<file path="src/rtl/rvx_timer_scheduler.sv">
// rvx_timer_scheduler: multiplexes NUM_CHANNELS 64-bit deadlines
// onto one machine timer, programming mtimecmp with the earliest.
//
// Ports:
//   clock, reset         sync active-high reset
//   cmd_valid/op/channel/deadline, cmd_ready
//                        host arm(0)/cancel(1) command port
//   expired_pending      sticky per-channel expiry flags
//   expired_clear        write-1-to-clear for expired_pending
//   timer_irq            registered OR of expired_pending
//   mt_address/write_data/write_strobe/write_request
//                        write master toward the timer
//   mt_write_response    timer write acknowledge
//   mt_irq               timer interrupt (mtime >= mtimecmp)
module rvx_timer_scheduler #(
  parameter int NUM_CHANNELS = 4,
  parameter int CH_W =
    (NUM_CHANNELS > 1) ? $clog2(NUM_CHANNELS) : 1
) (
  input  logic                    clock,
  input  logic                    reset,
  input  logic                    cmd_valid,
  input  logic                    cmd_op,
  input  logic [CH_W-1:0]         cmd_channel,
  input  logic [63:0]             cmd_deadline,
  output logic                    cmd_ready,
  output logic [NUM_CHANNELS-1:0] expired_pending,
  input  logic [NUM_CHANNELS-1:0] expired_clear,
  output logic                    timer_irq,
  output logic [4:0]              mt_address,
  output logic [31:0]             mt_write_data,
  output logic [3:0]              mt_write_strobe,
  output logic                    mt_write_request,
  input  logic                    mt_write_response,
  input  logic                    mt_irq
);

  localparam logic [4:0] ADDR_CR   = 5'h00;
  localparam logic [4:0] ADDR_CMPL = 5'h0C;
  localparam logic [4:0] ADDR_CMPH = 5'h10;

  typedef enum logic [2:0] {
    INIT,
    SCAN,
    WR_HMAX,
    WR_LO,
    WR_HI,
    SETTLE,
    ARMED
  } state_t;

  state_t state;
  state_t state_next;

  logic [NUM_CHANNELS-1:0] valid;
  logic [63:0]             deadline [NUM_CHANNELS];
  logic [63:0]             target_deadline;
  logic                    target_valid;
  logic [63:0]             scan_min;
  logic                    scan_hit;
  logic [NUM_CHANNELS-1:0] hit_mask;
  logic                    cr_sent;
  logic                    wr_done;
  logic                    accept;
  logic                    expire;

  // A response in the request cycle can only be stale.
  assign wr_done = mt_write_response & ~mt_write_request;

  assign cmd_ready =
    (state == ARMED) & ~(mt_irq & target_valid);
  assign accept = cmd_valid & cmd_ready;
  assign expire =
    (state == ARMED) & mt_irq & target_valid;

  assign mt_write_strobe = 4'hF;

  // Strict less-than keeps the lowest index on ties.
  always_comb begin
    scan_min = '1;
    scan_hit = 1'b0;
    for (int i = 0; i < NUM_CHANNELS; i++) begin
      if (valid[i] &&
          (!scan_hit || deadline[i] < scan_min)) begin
        scan_min = deadline[i];
        scan_hit = 1'b1;
      end
    end
  end

  always_comb begin
    hit_mask = '0;
    for (int i = 0; i < NUM_CHANNELS; i++) begin
      hit_mask[i] = expire & valid[i] &
        (deadline[i] <= target_deadline);
    end
  end

  always_comb begin
    state_next = state;
    unique case (state)
      INIT:    if (cr_sent && wr_done)
                 state_next = SCAN;
      SCAN:    state_next = WR_HMAX;
      WR_HMAX: if (wr_done) state_next = WR_LO;
      WR_LO:   if (wr_done) state_next = WR_HI;
      WR_HI:   if (wr_done) state_next = SETTLE;
      SETTLE:  state_next = ARMED;
      ARMED:   if (expire || accept)
                 state_next = SCAN;
      default: state_next = INIT;
    endcase
  end

  always_ff @(posedge clock) begin
    if (reset) begin
      state           <= INIT;
      valid           <= '0;
      target_valid    <= 1'b0;
      target_deadline <= '1;
      expired_pending <= '0;
      timer_irq       <= 1'b0;
      for (int i = 0; i < NUM_CHANNELS; i++)
        deadline[i] <= '0;
    end else begin
      state <= state_next;
      if (state == SCAN) begin
        target_valid    <= scan_hit;
        target_deadline <= scan_min;
      end
      for (int i = 0; i < NUM_CHANNELS; i++) begin
        if (hit_mask[i]) begin
          valid[i] <= 1'b0;
        end else if (accept &&
                     cmd_channel == CH_W'(i)) begin
          valid[i] <= ~cmd_op;
          if (!cmd_op)
            deadline[i] <= cmd_deadline;
        end
      end
      // Expiry set beats a same-cycle clear.
      expired_pending <=
        (expired_pending & ~expired_clear) | hit_mask;
      timer_irq <= |expired_pending;
    end
  end

  // CMPH is parked at all-ones first so the
  // half-written compare never fires early.
  always_ff @(posedge clock) begin
    if (reset) begin
      mt_write_request <= 1'b0;
      mt_address       <= '0;
      mt_write_data    <= '0;
      cr_sent          <= 1'b0;
    end else begin
      mt_write_request <= 1'b0;
      unique case (1'b1)
        (state == INIT) && !cr_sent: begin
          mt_write_request <= 1'b1;
          mt_address       <= ADDR_CR;
          mt_write_data    <= 32'h1;
          cr_sent          <= 1'b1;
        end
        state == SCAN: begin
          mt_write_request <= 1'b1;
          mt_address       <= ADDR_CMPH;
          mt_write_data    <= '1;
        end
        (state == WR_HMAX) && wr_done: begin
          mt_write_request <= 1'b1;
          mt_address       <= ADDR_CMPL;
          mt_write_data    <= target_deadline[31:0];
        end
        (state == WR_LO) && wr_done: begin
          mt_write_request <= 1'b1;
          mt_address       <= ADDR_CMPH;
          mt_write_data    <= target_deadline[63:32];
        end
        default: ;
      endcase
    end
  end

endmodule

</file>
<file path="config.mk">
export PLATFORM = sky130hd
export DESIGN_NAME = rvx_timer_scheduler
export DESIGN_NICKNAME = d
export VERILOG_FILES = /design/src/rtl/rvx_timer_scheduler.sv
export SDC_FILE = /design/constraint.sdc
export NUM_CORES = 1
export LEC_CHECK = 0
export BUFFER_PORTS_ARGS = -buffer_cell sky130_fd_sc_hd__buf_2
export CAP_MARGIN = 15
export CORE_MARGIN = 2
export CORE_UTILIZATION = 54
export CTS_BUF_LIST = sky130_fd_sc_hd__clkbuf_16
export DETAILED_ROUTE_END_ITERATION = 8
export HOLD_SLACK_MARGIN = 0.15
export PLACE_DENSITY = 0.78
export REMOVE_ABC_BUFFERS = 1
export SLEW_MARGIN = 20
export SYNTH_ARGS = -nofsm -noshare
export SYNTH_HDL_FRONTEND = slang
export SYNTH_SLANG_ARGS = --single-unit
</file>
<file path="constraint.sdc">
create_clock -name clock -period 26.6 [get_ports clock]
set_input_delay 1.33 -clock clock [delete_from_list [all_inputs] [get_ports clock]]
set_output_delay 1.33 -clock clock [all_outputs]
set_load 0.05 [all_outputs]
</file>
After elaboration in Yosys (flattened, before gate mapping)
Memories as Yosys holds them, arrays and structs flattened.
Index checks and enable logic that the tools add are counted.

word-level totals
  memory bits (writable) = 256
  bits in read-only memories = 0
  latch bits = 0
  bits in registers = 116
  output and inout bits = 48
  memories kept = 1
  word-level logic and storage cells = 130
  input port bits = 76

memory list
  name      words  width  rd ports  clocked after memory_dff  wr ports  RTL line  text
  deadline  4      64     4         0                         4         56        logic [63:0] deadline [NUM_CHANNELS];

cells by class
  bitwise operators = 24
  multiply operators = 0
  equal/unequal tests = 14
  reduce and logical (&&, ||, !) cells = 31
  div/mod/pow operators = 0
  order comparisons = 7
  shift-type cells = 0
  multiplexer cells = 40
  $add $sub $neg = 0

operators with widths
  kind                                                                   number
  64-bit 2-to-1 mux                                                      8
  64-bit less-or-equal comparator                                        4
  64-bit < comparator                                                    3
  32-bit case mux with 4 select lines                                    1
  1-bit 2-to-1 mux                                                       24
  3-bit case mux with 7 select lines                                     1
  3-bit 2-to-1 mux                                                       5
  5-bit case mux with 3 select lines                                     1
  1-bit bitwise AND                                                      14
  1-bit logical AND                                                      11
  2-bit OR reduction                                                     5
  3-bit equality test, second input constant                             3
  2-bit inequality test, second input constant                           4
  4-bit OR reduction                                                     2
  3-bit by 2-bit equality test with 1-bit output, second input constant  2
  5-bit AND reduction                                                    1
  4-bit bitwise AND                                                      1
  2-bit equality test, second input constant                             2
  1-bit zero test                                                        4
  1-bit logical OR                                                       4
  4-bit inverter                                                         1
  1-bit OR                                                               4
  4-bit OR                                                               1
  4-bit nonzero test                                                     1
  7 further kinds                                                        9

Logic depth before layout (Yosys ltp)
An unclocked memory read counts as a cell.

  depth after elaboration = 14
  depth in mapped cells = 41
  depth with buffers taken out = 32

Worst setup path before layout
Ideal clock, no wire load.

  kind = reg2reg
  start point = register valid[0]
  end point = register target_deadline[37]
  required time = 26.452 ns
  period minus slack after synthesis = 8.321 ns
  library setup time = 0.148 ns
  arrival time = 8.174 ns
  path buffers = 9
  cell stages (with the launch flop) = 42
  path slack = 18.279 ns
  cell sequence = dfxtp_1 -> clkbuf_1 -> clkbuf_1 -> clkbuf_1 -> nor2b_1 -> ha_1 -> a21oi_1 -> o21ai_1 -> a221oi_1 -> nor4b_1 -> a2111oi_2 -> a21boi_1 -> nor2b_1 -> buf_2 -> buf_4 -> mux2_2 -> ha_1 -> a211oi_2 -> (+6 left out) -> buf_2 -> buf_4 -> nand2_1 -> o21a_1 -> ha_1 -> a21o_1 -> a21o_1 -> a21o_1 -> a21o_1 -> a21oi_1 -> o21ai_0 -> a2111o_1 -> nor3_1 -> a21oi_4 -> buf_6 -> buf_6 -> o21ai_1 -> o221ai_2

on the way
  cells in the longest elaborated chain, start to end = 13
  elaborated cells on any way between the ends = 19
  classes of those cells = order compare (3); mux (7); reduce/logical (9)

RTL lines
  what                                                    RTL line  text
  start: declaration                                      55        logic [NUM_CHANNELS-1:0] valid;
  start signal: indexed assignment                        136       valid[i] <= ~cmd_op;
  64-bit 2-to-1 mux or 1-bit 2-to-1 mux (tied branches)   83        if (valid[i] &&
  64-bit < comparator or 1-bit zero test (tied branches)  84        (!scan_hit || deadline[i] < scan_min)) begin
  1-bit logical OR                                        84
  1-bit logical AND                                       83
  64-bit 2-to-1 mux or 1-bit 2-to-1 mux (tied branches)   83
  64-bit < comparator or 1-bit zero test (tied branches)  84
  1-bit logical OR                                        84
  1-bit logical AND                                       83
  64-bit 2-to-1 mux or 1-bit 2-to-1 mux (tied branches)   83
  64-bit < comparator or 1-bit zero test (tied branches)  84
  1-bit logical OR                                        84
  1-bit logical AND                                       83
  64-bit 2-to-1 mux (*)                                   83
  end signal: assignment                                  129       target_deadline <= scan_min;
  end: declaration                                        57        logic [63:0] target_deadline;

Every way passes the cells marked *; elsewhere a longest branch is shown, timed or not.
A chain may end at the register's enable or synchronous reset.

Final worst setup path
  start point = register valid[0]
  end point = register target_deadline[2]

Same word-level chain as after synthesis.

==> impl_metrics.csv <==
group,metric,value,unit
clocking,numCtsBuffers,42,
floorplan,row_count,81,
grt,grtUsageTotal,33.39,%
cells_and_area,final_common_cell,"ha_1",
setup_path,criticalPathCategory,"reg -> reg",
floorplan,die_h,226.4,um
setup_path,crit_top_cell,"buf_4",
sta,worst_slew_pin_slew,1.270,ns
routing,wl,84.87,mm
routing,post-route-drc-count,0,
clocking,cts_tree,"done",
floorplan,ios,124,
flow_run,maxCapViolCount,0,
setup_path,required,27.01,ns
synthesis,syn_area,26710,um^2
grt,grt_antenna_before_repair,3,
clocking,ctsResizeCount,0,
power_and_ir_drop,p_leak,14.05,nW
grt,grt_pass1_wl,128.9,mm
setup_path,reg2reg_from,"valid[0]",
hold_path,min_path_cells,2,
power_and_ir_drop,swShare,36.89,%
setup_path,worstSetupEndpointType,"register",
setup_path,slowest_stage,"buf_4",
setup_path,r2r_cells,38,
grt,grt_max_degree,94,
cells_and_area,layout.nets,3243,
routing,ant_nets,0,
placement,dp_hpwl,63.18,mm
routing,vias,21580,
routing,drt_iter0_drc,1946,
sta,finalCriticalPeriod,13.13,ns
synthesis,yosysSeqAreaShare,37.25,%
sta,finClkSkew,0.01894,ns
setup_path,crit_cells,38,
cells_and_area,final_cell_mix,"ha_1, and2_1, edfxtp_1",
power_and_ir_drop,peakVddDrop,74.50,uV
routing,dr.pass1.iters,7,
placement,gp_congestion,0.9937,
power_and_ir_drop,comb_power_share,30.6,%
synthesis,synthFlopType,"edfxtp_1",
power_and_ir_drop,power_frac_clock,30.7,%
setup_path,timing.critical_path.from,"valid[0]",
placement,dp.cells,3342,
setup_path,r2r-end,"target_deadline[2]",
setup_path,critPathLaunchType,"register",
sta,fin_crit_sh,49.37,%
clocking,cts_buffer_depth,3,
grt,grt_overflow,0,
sta,rsz0062_at_grt,"no",
setup_path,r2r_slack,13.47,ns
power_and_ir_drop,power.density,65.45,nW/um^2
clocking,clk_pin_slew,0.06,ns
sta,relSlewSlack,14.53,%
setup_path,critPathMaxStageDelay,0.67,ns
clocking,post_cts_buffers,0,
routing,routedWlPerCell,24.80,um
power_and_ir_drop,intPower,0.001209,W
clocking,clock-sinks,369,
floorplan,die_w,226.4,um
floorplan,die-area,51260,um^2
run_status,status,"finished clean",
setup_path,cp.buffers_inverters,6,
floorplan,initial_core_util,54.68,%
synthesis,synth_warnings,0,
placement,port_buffers,117,
clocking,root_buffer,"clkbuf_16",
cells_and_area,syn_to_final_growth,9.528,%
clocking,clock_latency,0.59,ns
hold_path,hold_start,"mt_write_data[26]",
cells_and_area,instances_no_fill,3422,
power_and_ir_drop,power_switching,0.0007063,W
synthesis,async_reset_ff_share,0,%
synthesis,synth_edf_count,256,
synthesis,syn_area_per_cell,10.07,um^2
grt,grt_pass1_vias,21440,
hold_path,min_path_type,"reg -> reg",
sta,finalMaxSlewViolations,0,
setup_path,cp_max_fo,79,
clocking,holdBufCountCts,0,
sta,hold_viol,0,
routing,via_per_inst,6.307,
synthesis,syn_inst,2653,
sta,tns,0,ns
hold_path,worstHoldEndpoint,"mt_write_data[26]",
synthesis,ys_seq_elements,369,
synthesis,yosysUniqueCellTypes,71,
clocking,htree_levels,2,
sta,setup_viol,0,
setup_path,crit_arrival,13.54,ns
floorplan,core_area,48850,um^2
power_and_ir_drop,p_seq_share,38.7,%
sta,max_freq,76.14,MHz
setup_path,cp_top_family,"compound AO/OA/AOI/OAI gates",
cells_and_area,drive_above_1_share,11.36,%
logic make-up (layout without fill, tap and decap cells):
kind of cell               Yosys count  in the layout  share of synthesized area (%)
other                                2              9                        0.02812
adders and majority gates          445            445                          20.84
muxes                               64             64                          2.689
buffers and inverters              262            360                          4.146
xor gates and xnor gates             1              1                        0.03280
DFF                                369            369                          37.25
AOI/OAI and AO/OA                  660            660                          17.13
and+or+nand+nor                    850            850                          17.89
metal layers:
layer | vias up | global-route usage, % | part of all wire, %
met1 | 10460 | 44.86 | 43
met3 | 230 | 4.911 | 7.4
li1 | 10000 | - | -
met2 | 889 | 53.60 | 45
met5 | - | 0 | 0
met4 | 0 | 14.60 | 4.7
power groups by stage:
stage	logic [W]	registers (W)	clock network, W
2_1_floorplan	0.000350	0.000787	0
3_3_place_gp	0.000547	0.000747	0
3_5_place_dp	0.000571	0.000749	0
4_1_cts	0.000576	0.000737	0.000592
5_1_grt	0.000640	0.000745	0.000612
6_report	0.000586	0.000741	0.000588
tightest hold or removal path: stages (launching register included):
cell	delay, ns
dfxtp_1	0.30
nand2_1	0.05
a21oi_1	0.05
sequential cells by signal (all words and copies together), names as in the netlist, 2 cells and up:
name and cells:
target_deadline 64, deadline 256, mt_address 2, valid 4
expired_pending 4, mt_write_data 32, state 3
cell type report:
| class | instances | area, um^2 |
|---|---|---|
| Antenna cell | 3 | 7.507 |
| Clock buffer | 43 | 1076 |
| Clock inverter | 33 | 287.8 |
| Fill cell | 4160 | 19590 |
| Inverter | 143 | 536.8 |
| Multi-Input combinational cell | 2026 | 15780 |
| Sequential cell | 369 | 9951 |
| Tap cell | 664 | 830.8 |
| Timing Repair Buffer | 141 | 789.5 |
worst max path at each step:
stage | endpoint | slack, ns
after floorplan | target_deadline[10] | 8.23
after global placement | target_deadline[32] | 13.87
after detailed placement | target_deadline[34] | 13.47
after CTS | target_deadline[2] | 13.37
after global routing | target_deadline[2] | 12.86
final | target_deadline[2] | 13.47
cells in the mapped netlist, types with 5 or more instances:
library cell | instances | share of area, %
a221oi_1 | 39 | 1.3
o21ai_1 | 35 | 0.66
a211oi_1 | 16 | 0.45
buf_2 | 13 | 0.24
a21oi_1 | 145 | 2.7
nor3b_1 | 5 | 0.14
ha_1 | 444 | 21
o211ai_1 | 11 | 0.31
clkbuf_2 | 5 | 0.094
buf_4 | 19 | 0.53
nor2b_1 | 97 | 2.3
nor3_1 | 19 | 0.36
mux2_2 | 59 | 2.5
and2_1 | 321 | 7.5
a21o_1 | 119 | 3.3
inv_1 | 142 | 2.0
o21a_1 | 88 | 2.5
o221ai_1 | 43 | 1.4
nor2_1 | 59 | 0.83
nand3_1 | 25 | 0.47
clkbuf_1 | 77 | 1.1
dfxtp_1 | 113 | 8.5
and3_1 | 8 | 0.19
nand2b_1 | 17 | 0.40
o221ai_2 | 23 | 1.3
nor4_1 | 16 | 0.37
o21ai_0 | 103 | 1.9
nand4_1 | 93 | 2.2
edfxtp_1 | 256 | 29
nand2_1 | 160 | 2.2
and4_1 | 9 | 0.30
through the flow:
step	power, W	hold slack, ns	cell area, um^2	setup slack [ns]	utilization (%)
after detailed placement	0.001320	0.4435	27850	13.47	57.01
after global routing	0.001997	0.4712	29250	12.86	59.88
after floorplan	0.001138	0.4495	26160	8.228	-
after CTS	0.001905	0.4515	29210	13.37	59.80
after global placement	0.001294	0.4402	27850	13.87	57.01
final	0.001915	0.4507	29260	13.47	59.89
(Power assumes the default switching activity.)
